$ cat config.mk
export PLATFORM = sky130hd
export DESIGN_NAME = seq_lock_n
export DESIGN_NICKNAME = d
export VERILOG_FILES = /design/src/rtl/seq_lock_pkg.sv /design/src/rtl/seq_lock_n_timer.sv /design/src/rtl/seq_lock_n.sv
export SDC_FILE = /design/constraint.sdc
export NUM_CORES = 1
export LEC_CHECK = 0
export ABC_AREA = 1
export BUFFER_PORTS_ARGS = -buffer_cell sky130_fd_sc_hd__buf_2
export CAP_MARGIN = 20
export CORE_ASPECT_RATIO = 0.7
export CORE_MARGIN = 5
export CORE_UTILIZATION = 55
export CTS_CLUSTER_DIAMETER = 30
export DETAILED_ROUTE_END_ITERATION = 10
export GPL_TIMING_DRIVEN = 0
export MAX_ROUTING_LAYER = met4
export PLACE_DENSITY = 0.82
export SYNTH_ARGS = -nofsm -noshare
export SYNTH_HDL_FRONTEND = slang
export SYNTH_SLANG_ARGS = --single-unit
$ cat constraint.sdc
create_clock -name clk -period 2.95 [get_ports clk]
set_input_delay 0 -clock clk [delete_from_list [all_inputs] [get_ports clk]]
set_output_delay 0 -clock clk [all_outputs]
set_load 0.02 [all_outputs]
$ cat src/rtl/seq_lock_pkg.sv
// Shared types and sizing helpers for the parametrised sequence lock.
package seq_lock_pkg;

  typedef enum logic [1:0] {
    LOCKED   = 2'd0,
    UNLOCKED = 2'd1,
    LOCKOUT  = 2'd2
  } state_e;

  function automatic int clog2_max(
    input int a,
    input int b,
    input int c
  );
    int m;
    m = a;
    if (b > m) m = b;
    if (c > m) m = c;
    return $clog2(m + 1);
  endfunction

endpackage

$ cat src/rtl/seq_lock_n_timer.sv
// Loadable down-counter shared by entry timeout, unlock window and lockout.
module lock_timer #(
  parameter int W = 4
) (
  input  logic         clk,
  input  logic         rst,
  input  logic         load_i,
  input  logic [W-1:0] val_i,
  input  logic         en_i,
  output logic [W-1:0] value_o,
  output logic         zero_o
);

  logic [W-1:0] cnt_q;

  always_ff @(posedge clk or negedge rst) begin
    if (!rst) begin
      cnt_q <= '0;
    end else if (load_i) begin
      cnt_q <= val_i;
    end else if (en_i && cnt_q != '0) begin
      cnt_q <= cnt_q - 1'b1;
    end
  end

  assign value_o = cnt_q;
  assign zero_o  = (cnt_q == '0);

endmodule

$ cat src/rtl/seq_lock_n.sv
// Programmable N-symbol combination lock with unlock window,
// failed-attempt lockout and mid-entry timeout.
module seq_lock_n
  import seq_lock_pkg::*;
#(
  parameter int SYM_W       = 3,
  parameter int CODE_LEN    = 4,
  parameter int MAX_FAIL    = 3,
  parameter int UNLOCK_CYC  = 5,
  parameter int LOCKOUT_CYC = 10,
  parameter int ENTRY_TMO   = 8
) (
  input  logic                      clk,
  input  logic                      rst,
  input  logic                      sym_valid,
  input  logic [SYM_W-1:0]          sym,
  input  logic [CODE_LEN*SYM_W-1:0] code,
  input  logic                      relock,
  output logic                      unlock,
  output logic                      lockout,
  output logic                      err,
  output logic [$clog2(CODE_LEN+1)-1:0] progress,
  output logic [$clog2(MAX_FAIL+1)-1:0] fail_cnt
);

  localparam int TW = clog2_max(UNLOCK_CYC, LOCKOUT_CYC, ENTRY_TMO);
  localparam int PW = $clog2(CODE_LEN + 1);
  localparam int FW = $clog2(MAX_FAIL + 1);

  state_e        state_q;
  logic [PW-1:0] prog_q;
  logic [FW-1:0] fail_q;
  logic          err_q;

  logic [TW-1:0]    tmr_val;
  logic [TW-1:0]    tmr_cnt;
  logic             tmr_ld;
  logic             tmr_en;
  logic             tmr_zero;
  logic [SYM_W-1:0] slot;
  logic [FW-1:0]    fail_inc;
  logic             hit;
  logic             miss;
  logic             last;
  logic             to_lockout;
  logic             done;

  lock_timer #(.W(TW)) u_timer (
    .clk     (clk),
    .rst     (rst),
    .load_i  (tmr_ld),
    .val_i   (tmr_val),
    .en_i    (tmr_en),
    .value_o (tmr_cnt),
    .zero_o  (tmr_zero)
  );

  always_comb begin
    slot       = code[int'(prog_q)*SYM_W +: SYM_W];
    hit        = (state_q == LOCKED) && sym_valid && (sym == slot);
    miss       = (state_q == LOCKED) && sym_valid && (sym != slot);
    last       = (int'(prog_q) == CODE_LEN - 1);
    fail_inc   = fail_q + 1'b1;
    to_lockout = miss && (int'(fail_inc) == MAX_FAIL);
    // "Reaching zero" is the decrement from 1; an idle 0 also counts as done.
    done       = (tmr_cnt == TW'(1)) || tmr_zero;
    tmr_ld     = 1'b0;
    tmr_val    = '0;
    tmr_en     = 1'b0;
    unique case (state_q)
      LOCKED: begin
        if (hit) begin
          tmr_ld  = 1'b1;
          tmr_val = last ? TW'(UNLOCK_CYC) : TW'(ENTRY_TMO);
        end else if (to_lockout) begin
          tmr_ld  = 1'b1;
          tmr_val = TW'(LOCKOUT_CYC);
        end else if (!sym_valid && prog_q != '0) begin
          tmr_en = 1'b1;
        end
      end
      UNLOCKED, LOCKOUT: tmr_en = 1'b1;
      default: ;
    endcase
  end

  always_ff @(posedge clk or negedge rst) begin
    if (!rst) begin
      state_q <= LOCKED;
      prog_q  <= '0;
      fail_q  <= '0;
      err_q   <= 1'b0;
    end else begin
      err_q <= 1'b0;
      unique case (state_q)
        LOCKED: begin
          if (hit) begin
            if (last) begin
              state_q <= UNLOCKED;
              prog_q  <= '0;
              fail_q  <= '0;
            end else begin
              prog_q <= prog_q + 1'b1;
            end
          end else if (miss) begin
            err_q  <= 1'b1;
            prog_q <= '0;
            fail_q <= fail_inc;
            if (to_lockout) state_q <= LOCKOUT;
          end else if (prog_q != '0 && done) begin
            prog_q <= '0;
          end
        end
        UNLOCKED: begin
          if (relock || done) state_q <= LOCKED;
        end
        LOCKOUT: begin
          if (done) begin
            state_q <= LOCKED;
            fail_q  <= '0;
          end
        end
        default: state_q <= LOCKED;
      endcase
    end
  end

  assign unlock   = (state_q == UNLOCKED);
  assign lockout  = (state_q == LOCKOUT);
  assign err      = err_q;
  assign progress = prog_q;
  assign fail_cnt = fail_q;

endmodule
# ---- Word-level counts from Yosys, hierarchy flattened
# Index checks and enable logic that the tools add are counted.
dict set report totals {
  register_bits 12
  inputBits 19
  output_inout_bits 8
  elab_cells 74
}
dict set report op_classes {
  shifts 1
  mux 31
  eq_ne 12
  reduce_logical 21
  n_mul 1
  add_sub_neg 3
}
# cell n
set op_table {}
lappend op_table {{2-to-1 mux 4 bit} 6}
lappend op_table {{2-to-1 mux 2 bit} 9}
lappend op_table {{2-to-1 mux 3 bit} 4}
lappend op_table {{indexed part select 12 x 6 -> 3 bit} 1}
lappend op_table {{2-to-1 mux 1 bit} 9}
lappend op_table {{!= test 3 bit, second input constant} 3}
lappend op_table {{logical AND 1 bit} 7}
lappend op_table {{case mux 2 bit (3 select lines)} 1}
lappend op_table {{nonzero test 3 bit} 2}
lappend op_table {{multiplier 3 x 2 -> 5 bit, second input constant} 1}
lappend op_table {{AND reduction 5 bit} 1}
lappend op_table {{equality test 2 x 1 -> 1 bit, second input constant} 2}
lappend op_table {{equality test 4 x 1 -> 1 bit, second input constant} 1}
lappend op_table {{logical NOT 4 bit} 1}
lappend op_table {{!= test 2 x 1 -> 1 bit, second input constant} 2}
lappend op_table {{case mux 2 bit (2 select lines)} 1}
lappend op_table {{AND reduction 4 bit} 1}
lappend op_table {{nonzero test 2 bit} 2}
lappend op_table {{nonzero test 4 bit} 1}
lappend op_table {{subtractor 4 x 1 -> 4 bit, second input constant} 1}
lappend op_table {{adder 3 x 1 -> 3 bit, second input constant} 1}
lappend op_table {{equality test 3 bit} 1}
lappend op_table {{equality test 3 bit, second input constant} 1}
lappend op_table {{!= test 3 bit} 1}
lappend op_table {{other kinds (8)} 9}

# ---- Depth between registers and ports, before layout
# Gate-level depths: netlist (run 1).
dict set report depth {
  ltp_word 11
  ltp_mapped 15
  depth_no_buf 15
}

# ---- Cells and area by module
# A second synthesis (run 1) with hierarchy kept.
dict set report hier_totals {
  hier_cells 175
  area_unflattened_um2 1106.1
}
# mod area_each_um2 seq_area_each_um2 n_inst cells_each
set modules_own_cells {}
lappend modules_own_cells {seq_lock_n 810.8 200.2 1 129}
lappend modules_own_cells {lock_timer 295.3 100.1 1 46}

# ---- Worst setup path before layout (run 1)
# OpenSTA, ideal clock, no wires.
dict set report synth_timing {
  path_type {reg-to-reg}
  from {register prog_q[0], in the netlist progress[0]}
  to {register u_timer.cnt_q[0], in the netlist u_timer.value_o[0]}
  setup_slack_ps 1232
  period_less_slack_ps 1718
  t_required_ps 2833
  n_path_buf 0
  setup_ps 117
  arrival_time_ps 1601
  stages_incl_launch_ff 13
  path_cell_list {dfrtp_1 > inv_2 > nand2_1 > nand3_1 > nand2_2 > nand2_2 > nand2_1 > nand2_2 > nor2_4 > nand3_4 > and2_4 > nand3_1 > nand2_1}
}
dict set report synth_via {
  elab_chain_cells 10
  word_cells_on_any_way 23
  cone_classes {1 x mul; 3 x eq/ne; 1 x shift; 11 x mux; 7 x reduce/logical}
}
# item line
set synth_rtl {}
lappend synth_rtl {{from (decl)} seq_lock_n.sv:31} ;# logic [PW-1:0] prog_q;
lappend synth_rtl {{from (signal assigned)} seq_lock_n.sv:103} ;# prog_q <= prog_q + 1'b1;
lappend synth_rtl {{multiplier 3 x 2 -> 5 bit} seq_lock_n.sv:59} ;# slot = code[int'(prog_q)*SYM_W +: SYM_W];
lappend synth_rtl {{indexed part select 12 x 6 -> 3 bit} seq_lock_n.sv:59}
lappend synth_rtl {{!= test 3 bit} seq_lock_n.sv:61} ;# miss = (state_q == LOCKED) && sym_valid && (sym != slot);
lappend synth_rtl {{logical AND 1 bit} seq_lock_n.sv:61}
lappend synth_rtl {{logical AND 1 bit} seq_lock_n.sv:64} ;# to_lockout = miss && (int'(fail_inc) == MAX_FAIL);
lappend synth_rtl {{2-to-1 mux 1 bit} seq_lock_n.sv:75} ;# end else if (to_lockout) begin
lappend synth_rtl {{2-to-1 mux 1 bit} seq_lock_n.sv:72} ;# if (hit) begin
lappend synth_rtl {{case mux 1 bit (2 select lines)} seq_lock_n.sv:70} ;# unique case (state_q)
lappend synth_rtl {{logical AND 1 bit} seq_lock_n_timer.sv:21} ;# end else if (en_i && cnt_q != '0) begin
lappend synth_rtl {{nonzero test 2 bit (no line)} -}
lappend synth_rtl {{to (signal assigned)} seq_lock_n_timer.sv:20} ;# cnt_q <= val_i;
lappend synth_rtl {{to (signal assigned)} seq_lock_n_timer.sv:22} ;# cnt_q <= cnt_q - 1'b1;
lappend synth_rtl {{to (decl)} seq_lock_n_timer.sv:14} ;# logic [W-1:0] cnt_q;
# Several ways; a longest one is shown, not always the timed one.
# A chain may end at the register's enable or synchronous reset.

# ---- Worst setup path after layout (run 1)
# Same ends and word-level chain as after synthesis.

==> flow_metrics.py, run 1 <==
metrics = {
    "detailed_routing": {
        "postRouteAntennaNets": 0,
        "wl_per_cell_um": 11.84,
        "drc": 0,
        "avgViaCountPerCell": 5.095,
        "first_pass_iters": 5,
        "vias": 1070,
        "first_iter_violations": 72,
        "wl_um": 2486,
    },
    "power_and_ir_drop": {
        "ir_drop_mv": 0.7781,
        "p_sw_uw": 638.0,
        "internal-power_uw": 609.8,
        "p_comb_frac": 0.647,
        "seqPwrFrac": 0.244,
        "clkPwrFrac": 0.109,
        "switching_share": 0.5113,
        "leakage_nw": 0.7802,
        "powerDensity_mw_per_mm2": 973.0,
    },
    "timing": {
        "max_freq_mhz": 540.1,
        "drv_slew": 0,
        "skew_ps": 1.113,
        "worstMarginPinSlew_ps": 295.4,
        "relSlewSlack": 0.8031,
        "fin_crit_ps": 1852,
        "hold_violations": 0,
        "fin_crit_sh": 0.6277,
        "tns_ps": 0,
        "rsz0062_at_grt": "false",
        "setup_viol": 0,
        "fin_ws_ps": 1098,
    },
    "final_layout": {
        "multiInputGateArea_um2": 665.6,
        "layout.cells.non_filler": 210,
        "diodes": 0,
        "nets": 217,
        "seq_area_um2": 300.3,
        "layout_common_cells": "nand2_1, inv_1, buf_2",
        "drive_gt1_frac": 0.2394,
        "fillers": 154,
        "mostFrequentLayoutCell": "nand2_1",
        "final_util": 0.6916,
        "syn_to_final_growth_pct": 18.91,
    },
    "synth": {
        "synth_cell_types": 23,
        "yosys_register_bits": 12,
        "syn_area_mm2": 0.001079,
        "synth_seq_area_share": 0.2784,
        "synth_fp_nets": 185,
        "post_synth.cell_area_avg_um2": 6.870,
        "yosys_warnings": 0,
        "syn_inst": 157,
    },
    "setup_path": {
        "start_kind": "flop",
        "path_delay_family": "simple AND/OR/NAND/NOR gates",
        "critPathBufInv": 1,
        "end_kind": "flop",
        "cp_slowest_cell": "dfrtp_1",
        "crit_path_max_incr_delay_ps": 510,
        "cp_max_fo": 9,
        "crit_chain": "inv_2 -> nand2_1 -> nand3_1 -> nand2_2 -> nand2_2 -> nand2_1 -> nand2_2 -> nor2_4 -> nand3_4 -> and2_4 -> nand3_1 -> nand2_1",
        "setup.worst_path.class": "reg2reg",
        "arrival_ps": 2030,
        "cp.required_ps": 3130,
    },
    "cts": {
        "cts_buffer_depth": 2,
        "clkTransAtPathRegs_ps": 80,
        "clockRootBuffer": "clkbuf_4",
        "post_cts_buffers": 0,
        "cts_resized": 0,
        "clock-sinks": 12,
        "cts_tree": "built",
        "numCtsBuffers": 3,
        "cts_max_level": 1,
        "clkLatencyLatePin_ps": 280,
        "ctsHoldBuffers": 1,
    },
    "floorplanning": {
        "ioPinCount": 27,
        "die-width_um": 62.93,
        "die_y_um": 47.05,
        "core_region_area_mm2": 0.001854,
        "die-area_mm2": 0.002961,
        "initial_core_util": 0.5816,
        "rows": 13,
    },
    "placed_design": {
        "place_congestion": 0.8147,
        "port_buffers": 26,
        "dp.cells": 205,
        "pre_cts_slack_ps": 1136,
        "hpwl_um": 1977,
    },
    "status": {
        "status": "finished, final reports clean",
    },
    "grt": {
        "overflow": 0,
        "antenna_found_initial": 0,
        "grt_max_degree": 13,
        "grt_pass1_wl_um": 3967,
        "global_route.usage.total": 0.1805,
        "grt_pass1_vias": 946,
    },
    "worst_hold_path": {
        "hold_path.class": "in2async",
    },
    "job": {
        "cap_violations": 0,
    },
}
==> worst register-to-register path, stage by stage, from the launching register on <==
cell and delay (ps):
dfrtp_1 510, inv_2 150, nand2_1 90, nand3_1 90
nand2_2 110, nand2_2 60, nand2_1 70, nand2_2 60
nor2_4 150, nand3_4 140, and2_4 200, nand3_1 70
nand2_1 60
==> synth_stat cells (all sizes together) <==
cell | count | share of area
nand4 | 1 | 0.012
and2 | 1 | 0.0081
dfrtp | 12 | 0.28
nor3 | 1 | 0.0046
inv | 29 | 0.10
ha | 9 | 0.10
nand3 | 23 | 0.15
o21ai | 6 | 0.028
a211o | 1 | 0.0081
o21a | 1 | 0.0070
nand3b | 2 | 0.014
a21oi | 4 | 0.019
o22ai | 1 | 0.0058
nand2 | 57 | 0.21
clkinv | 1 | 0.0035
xor2 | 2 | 0.016
nor2 | 6 | 0.035
==> power by group through the flow <==
| stage | combinational (mW) | sequential, mW | clock, mW |
|---|---|---|---|
| after floorplan | 0.609 | 0.319 | 0 |
| after global placement | 0.767 | 0.299 | 0 |
| after detailed placement | 0.796 | 0.304 | 0 |
| after CTS | 0.801 | 0.302 | 0.140 |
| after global routing | 0.909 | 0.312 | 0.149 |
| final | 0.807 | 0.304 | 0.136 |
==> worst paths after layout <==
| check | start | end | slack (ps) | cells after the start |
|---|---|---|---|---|
| setup / recovery | progress[0]$_DFFE_PN0P_ | u_timer.value_o[0]$_DFFE_PN0P_ | 1100 | 12 |
| max in group asynchronous | rst | progress[1]$_DFFE_PN0P_ | 2590 | 2 |
| hold reg to reg | fail_cnt[0]$_DFFE_PN0P_ | fail_cnt[0]$_DFFE_PN0P_ | 520 | 2 |
| hold / removal | rst | err$_DFF_PN0_ | 130 | 2 |
| min in group clk | sym_valid | progress[2]$_DFFE_PN0P_ | 200 | 5 |
| setup reg to reg | progress[0]$_DFFE_PN0P_ | u_timer.value_o[0]$_DFFE_PN0P_ | 1100 | 12 |
==> kinds of logic (layout without fill, tap and decap cells) <==
| group | Yosys count | in the layout | synth area share |
|---|---|---|---|
| compound gates | 13 | 13 | 0.06729 |
| xor+xnor | 2 | 2 | 0.01624 |
| fa+ha+maj | 9 | 9 | 0.1044 |
| buf+inv | 30 | 61 | 0.1044 |
| flops | 12 | 12 | 0.2784 |
| simple gates | 91 | 91 | 0.4292 |
==> registers in the layout, summed over array words and instances (netlist names) <==
signal	count
progress	3
err	1
state_q	2
u_timer.value_o	4
fail_cnt	2
==> layer usage <==
metal	vias up	wire (um)	part of all wire	track usage
li1	555	-	-	-
met4	0	21	0.0084	0.04661
met2	26	1177	0.47	0.3067
met1	485	1165	0.47	0.2146
met3	4	122	0.049	0.05263
met5	-	0	0	-
==> layout make-up <==
class	instances	share of cell area
clock buffer	4	0.02829
sequential	12	0.2341
inverter	30	0.08780
multi-input combinational	115	0.5190
timing repair buffer	27	0.1093
tap	22	0.02146
==> stage by stage <==
step           hold WS (ps)  total power, mW  instance area, um^2
5_1_grt               157.5            1.370                 1282
2_1_floorplan        -295.6           0.9277                 1079
6_report              132.9            1.248                 1282
4_1_cts               129.0            1.243                 1282
3_5_place_dp         -99.66            1.100                 1236
3_3_place_gp         -104.2            1.065                 1236
Note: power is estimated with default switching activity, not from simulation.
==> run 2: changes to the inputs <==
Settings changed: CORE_UTILIZATION 55 to 47, PLACE_DENSITY 0.82 to 0.75.
Clock period 2.95 ns to 1.6 ns, I/O delays scaled along.
==> run 2 against run 1 <==
Against the previous run:
- the flow now finishes with violations (setup timing)
- clock power rose by 49%
- largest cell class unchanged
- total power rose by 110%
- cell area rose by 16%
- sequential power grew 86%
- clock skew rose by 0.55 ps
- register-to-register slack worse by 1300 ps
- critical path type unchanged
- core utilization decreased by 0.67 points
==> flow_metrics.py, run 2 (synthesis results as in run 1) <==
metrics = {
    "grt": {
        "grt_max_degree": 13,
        "overflow": 0,
        "global_route.usage.total": 0.1754,
        "grt_pass1_wl_um": 4388,
        "antenna_found_initial": 0,
        "grt_pass1_vias": 1064,
    },
    "cts": {
        "clock-sinks": 12,
        "cts_tree": "built",
        "numCtsBuffers": 3,
        "clkLatencyLatePin_ps": 270,
        "clockRootBuffer": "clkbuf_4",
        "clkTransAtPathRegs_ps": 80,
        "cts_buffer_depth": 2,
        "cts_max_level": 1,
    },
    "setup_path": {
        "rr_worst_depth": 12,
        "rrSetupSlack_ps": -190,
        "end_kind": "flop",
        "start_kind": "flop",
        "r2r-end": "u_timer.value_o[3]$_DFFE_PN0P_",
        "r2r-start": "progress[0]$_DFFE_PN0P_",
        "arrival_ps": 1950,
        "cp.required_ps": 1760,
        "setup.worst_path.class": "reg2reg",
        "cp_max_fo": 8,
    },
    "status": {
        "violations": "setup timing",
        "status": "finished with violations",
    },
    "floorplanning": {
        "initial_core_util": 0.4965,
        "core_region_area_mm2": 0.002172,
        "die_y_um": 50.08,
        "die-area_mm2": 0.003368,
        "die-width_um": 67.26,
        "rows": 14,
        "ioPinCount": 27,
    },
    "placed_design": {
        "hpwl_um": 1971,
        "dp.cells": 215,
        "pre_cts_slack_ps": -134.8,
        "place_congestion": 0.8560,
        "port_buffers": 26,
    },
    "detailed_routing": {
        "wl_um": 2879,
        "vias": 1123,
        "drt-met1-wl_um": 1263,
        "top_layer": "met4",
        "first_iter_violations": 47,
        "wl_met2_um": 1480,
        "met3_wirelength_um": 119,
        "wl_per_cell_um": 12.63,
        "avgViaCountPerCell": 4.925,
        "drc": 0,
        "first_pass_iters": 4,
        "postRouteAntennaNets": 0,
    },
    "final_layout": {
        "largest_reg_flops": 4,
        "mostFrequentLayoutCell": "nand2_1",
        "diodes": 0,
        "layout_common_cells": "nand2_1, buf_2, inv_1",
        "fillers": 177,
        "nets": 225,
        "syn_to_final_growth_pct": 37.94,
        "drive_gt1_frac": 0.3980,
        "layout.cells.non_filler": 228,
    },
    "timing": {
        "worstMarginPinSlew_ps": 274.5,
        "fin_ws_ps": -190.2,
        "drv_slew": 0,
        "skew_ps": 1.659,
        "hold_violations": 0,
        "rsz0062_at_grt": "true",
        "relSlewSlack": 0.8159,
        "max_freq_mhz": 558.6,
        "setup_viol": 11,
        "fin_crit_sh": 1.119,
        "fin_crit_ps": 1790,
    },
    "power_and_ir_drop": {
        "powerDensity_mw_per_mm2": 1782,
        "leakage_nw": 0.8571,
        "ir_drop_mv": 0.9292,
    },
    "worst_hold_path": {
        "hold_path.class": "in2async",
    },
    "job": {
        "cap_violations": 0,
    },
}
[run 2: changes by cell type in the layout (fill, tap and decap cells not counted), sizes merged]
cell   change
buf        +7
nand3      +1
[run 2: what timing repair did]
action,in CTS,in global routing
pin swaps,6,20
setup buffers,4,3
cloned,1,0
setup endpoints to repair,11,11
hold buffers,1,0
resized for setup,24,11
hold endpoints to repair,12,0
[run 2: where the power goes]
group          switching, mW  total [mW]  internal [mW]
clock                  0.105       0.202         0.0965
sequential             0.133       0.566          0.433
combinational           1.14        1.88          0.743
[run 2: final cells by class]
cell class	count	area, um^2	area share
Tap cell	32	40.04	0.02691
Sequential cell	12	302.8	0.2035
Multi-Input combinational cell	116	787.0	0.5290
Inverter	30	115.1	0.07738
Timing Repair Buffer	34	216.5	0.1455
Clock buffer	4	26.28	0.01766
[run 2: worst max-delay path, cell delays in order (launching register included)]
cell	delay [ps]
dfrtp_2	460
buf_6	150
nand2_2	40
nand2_1	40
nand2_1	60
nand2_2	80
nand3_1	130
nand2_4	110
nand3_4	130
nand3_4	150
and2_4	220
nand3_2	50
nand2_1	60
[run 2: per-stage QoR]
step                      hold slack, ps    util  power [mW]  TNS, ps  instance area [um^2]
final                              142.5  0.6849       2.650    -1584                  1488
after global routing               150.9  0.6849       2.862    -2951                  1488
after CTS                          118.6  0.6527       2.508   -944.6                  1418
after detailed placement          -106.0  0.5772       2.049   -897.8                  1254
after global placement            -106.2  0.5772       1.976   -501.7                  1254
after floorplan                   -295.6       -       1.720        0                  1084
[run 2: layer usage]
metal  GRT usage  vias up
met1      0.2025      521
met3     0.05455        2
li1            -      574
met5           -        -
met4     0.04377        0
met2      0.2936       26
[run 2: how the worst max path moves through the flow]
stage,endpoint,slack (ps),from,depth (start not counted)
floorplan,u_timer.value_o[0]$_DFFE_PN0P_,10,progress[0]$_DFFE_PN0P_,13
global placement,u_timer.value_o[0]$_DFFE_PN0P_,-90,progress[0]$_DFFE_PN0P_,13
detailed placement,state_q[0]$_DFFE_PN0P_,-130,progress[0]$_DFFE_PN0P_,14
CTS,u_timer.value_o[1]$_DFFE_PN0P_,-120,progress[0]$_DFFE_PN0P_,13
global route,u_timer.value_o[1]$_DFFE_PN0P_,-310,progress[0]$_DFFE_PN0P_,12
finish,u_timer.value_o[3]$_DFFE_PN0P_,-190,progress[0]$_DFFE_PN0P_,12
==> run 3: changes to the inputs <==
Settings changed: PLACE_DENSITY 0.75 to 0.74, SYNTH_HIERARCHICAL set to 1.
==> run 3 against run 2 <==
Against the previous run:
- the flow still finishes with violations (setup timing)
- clock skew rose by 1.6 ps
- via count rose by 12%
- critical path depth rose by 2
- cell area up 4.9%
- non-clock buffer count increased by 4
- sequential power fell by 6.4%
- global-route usage is 1.9 points higher
- combinational power decreased by 14%
- highest routed layer unchanged
==> flow_metrics.py, run 3 <==
metrics = {
    "setup_path": {
        "arrival_ps": 1980,
        "setup.worst_path.class": "reg2reg",
        "r2r-start": "progress[0]$_DFFE_PN0P_",
        "start_kind": "flop",
        "end_kind": "flop",
        "cp.required_ps": 1780,
        "cp_max_fo": 8,
        "r2r-end": "u_timer/value_o[3]$_DFFE_PN0P_",
        "rrSetupSlack_ps": -200,
        "rr_worst_depth": 14,
    },
    "timing": {
        "relSlewSlack": 0.8074,
        "drv_slew": 0,
        "worstMarginPinSlew_ps": 288.9,
        "fin_crit_ps": 1799,
        "rsz0062_at_grt": "true",
        "max_freq_mhz": 555.8,
        "skew_ps": 3.225,
        "tns_ps": -1369,
        "hold_violations": 0,
        "fin_crit_sh": 1.124,
        "holdWs_ps": 127.1,
        "fin_ws_ps": -199.2,
        "setup_viol": 11,
    },
    "grt": {
        "antenna_found_initial": 0,
        "grt_max_degree": 13,
        "overflow": 0,
        "grt_pass1_wl_um": 4954,
        "grt_pass1_vias": 1129,
        "global_route.usage.total": 0.1944,
    },
    "detailed_routing": {
        "top_layer": "met4",
        "avgViaCountPerCell": 5.060,
        "wl_per_cell_um": 12.77,
        "first_pass_iters": 4,
        "wl_um": 3179,
        "drc": 0,
        "first_iter_violations": 93,
        "postRouteAntennaNets": 0,
        "met3_wirelength_um": 180,
        "vias": 1260,
        "wl_met2_um": 1560,
        "drt-met1-wl_um": 1370,
    },
    "cts": {
        "clkTransAtPathRegs_ps": 70,
        "cts_max_level": 1,
        "clkLatencyLatePin_ps": 280,
        "cts_buffer_depth": 2,
        "numCtsBuffers": 3,
        "clockRootBuffer": "clkbuf_4",
        "cts_tree": "built",
        "clock-sinks": 12,
    },
    "synth": {
        "synth-async-reset-ratio": 1.000,
        "synth_cell_types": 23,
        "synth_largest_area_cell": "dfrtp_1",
        "synth_fa_ha_area_frac": 0.09050,
        "synth_top_area_frac": 0.2715,
        "synth_seq_area_share": 0.2715,
        "syn_inst": 175,
        "ys_top_cells_by_count": "nand2_1, inv_1, nand3_1",
        "synth_edf_count": 0,
        "synth_xor_area_frac": 0,
        "synth_fp_nets": 202,
        "yosys_warnings": 6,
        "synth_ff_type": "dfrtp_1",
        "syn_area_mm2": 0.001106,
        "synth_area_leaders": "dfrtp_1, nand2_1, inv_1, ha_1, nand3_1",
        "yosys-mux-area-fraction": 0,
        "synth_top_family_by_area": "simple AND/OR/NAND/NOR gates",
        "yosysMostFrequentCell": "nand2_1",
        "yosys_register_bits": 12,
        "synthSimpleGateAreaFrac": 0.4400,
        "synth_compound_area_frac": 0.06561,
        "post_synth.cell_area_avg_um2": 6.320,
    },
    "floorplanning": {
        "rows": 14,
        "ioPinCount": 27,
        "initial_core_util": 0.5051,
        "die_y_um": 50.59,
        "die-width_um": 67.98,
        "die-area_mm2": 0.003439,
        "core_region_area_mm2": 0.002190,
    },
    "power_and_ir_drop": {
        "leakage_nw": 0.9057,
        "p_sw_mw": 1.194,
        "ir_drop_mv": 0.7718,
        "internal-power_mw": 1.193,
        "p_comb_frac": 0.676,
        "switching_share": 0.5002,
        "seqPwrFrac": 0.222,
        "clkPwrFrac": 0.102,
        "powerDensity_mw_per_mm2": 1529,
    },
    "final_layout": {
        "syn_to_final_growth_pct": 41.06,
        "largest_reg_flops": 4,
        "drive_gt1_frac": 0.4332,
        "diodes": 0,
        "fillers": 178,
        "nets": 245,
        "layout_common_cells": "nand2_1, inv_1, buf_2",
        "mostFrequentLayoutCell": "nand2_1",
    },
    "placed_design": {
        "place_congestion": 0.8704,
        "pre_cts_slack_ps": -213.9,
        "hpwl_um": 2166,
        "port_buffers": 26,
    },
    "job": {
        "cap_violations": 0,
    },
    "status": {
        "status": "finished with violations",
        "violations": "setup timing",
    },
    "worst_hold_path": {
        "hold_path.class": "in2async",
    },
}
run 3: cell types whose count changed in the layout (fill, tap and decap cells not counted), sizes merged, moves of 4 or more:
cell	change
buf	+4
nand3	-4
nand2	+12
inv	+6
run 3: power by group through the flow:
stage | clock (mW) | sequential, mW | combinational [mW]
finish | 0.243 | 0.530 | 1.61
global route | 0.261 | 0.540 | 1.80
detailed placement | 0 | 0.536 | 1.23
CTS | 0.248 | 0.522 | 1.42
floorplan | 0 | 0.556 | 0.930
global placement | 0 | 0.524 | 1.20
run 3: logic make-up after synthesis:
kind of cell,after synthesis
AO/OA/AOI/OAI,13
adder cells (fa/ha/maj),8
buffers and inverters,38
flip-flops,12
AND/OR/NAND/NOR,104
run 3: what timing repair did:
item | CTS | global route
hold buffers | 1 | 0
gates resized for setup | 20 | 24
endpoints found under the setup margin | 10 | 12
endpoints found under the hold margin | 12 | 0
pin swaps | 12 | 19
setup buffers | 7 | 4
run 3: worst max path at each step:
stage / startpoint / to / slack [ps] / cells past startpoint
2_1_floorplan: progress[0]$_DFFE_PN0P_ / u_timer/value_o[3]$_DFFE_PN0P_ / -10 / 15
5_1_grt: progress[0]$_DFFE_PN0P_ / u_timer/value_o[3]$_DFFE_PN0P_ / -320 / 14
6_report: progress[0]$_DFFE_PN0P_ / u_timer/value_o[3]$_DFFE_PN0P_ / -200 / 14
3_5_place_dp: progress[0]$_DFFE_PN0P_ / u_timer/value_o[3]$_DFFE_PN0P_ / -210 / 14
4_1_cts: progress[0]$_DFFE_PN0P_ / u_timer/value_o[3]$_DFFE_PN0P_ / -120 / 14
3_3_place_gp: progress[1]$_DFFE_PN0P_ / u_timer/value_o[3]$_DFFE_PN0P_ / -150 / 13
run 3: final cells by class:
cell class / count / area (um^2) / share of cell area
multi-input combinational: 125 / 793.3 / 0.5084
sequential: 12 / 302.8 / 0.1941
timing repair buffer: 38 / 234.0 / 0.1500
inverter: 38 / 153.9 / 0.09864
tap: 32 / 40.04 / 0.02566
clock buffer: 4 / 36.28 / 0.02326
run 3: routing by layer:
layer,global-route usage,vias up
li1,-,625
met1,0.2473,573
met2,0.3136,48
met3,0.04911,14
met4,0.03300,0
met5,-,-
run 3: metrics by stage:
step | utilization | std cells | instance area [um^2] | power, mW
after floorplan | - | 175 | 1121 | 1.486
after global placement | 0.5897 | 233 | 1291 | 1.719
after detailed placement | 0.5897 | 233 | 1291 | 1.769
after CTS | 0.6611 | 245 | 1448 | 2.189
after global routing | 0.7126 | 249 | 1560 | 2.600
final | 0.7126 | 249 | 1560 | 2.386
run 3: critical path, stage by stage, from the launching register on:
cell and delay [ps]:
dfrtp_2 480, inv_4 120, nand2_1 80, nand3_2 80, nand2_2 80, nand2_1 70, nand2_2 60, nand2_4 80
nand4_4 170, nand2_4 170, inv_4 70, nand3b_1 90, nand2_1 70, inv_2 50, nand2_2 30
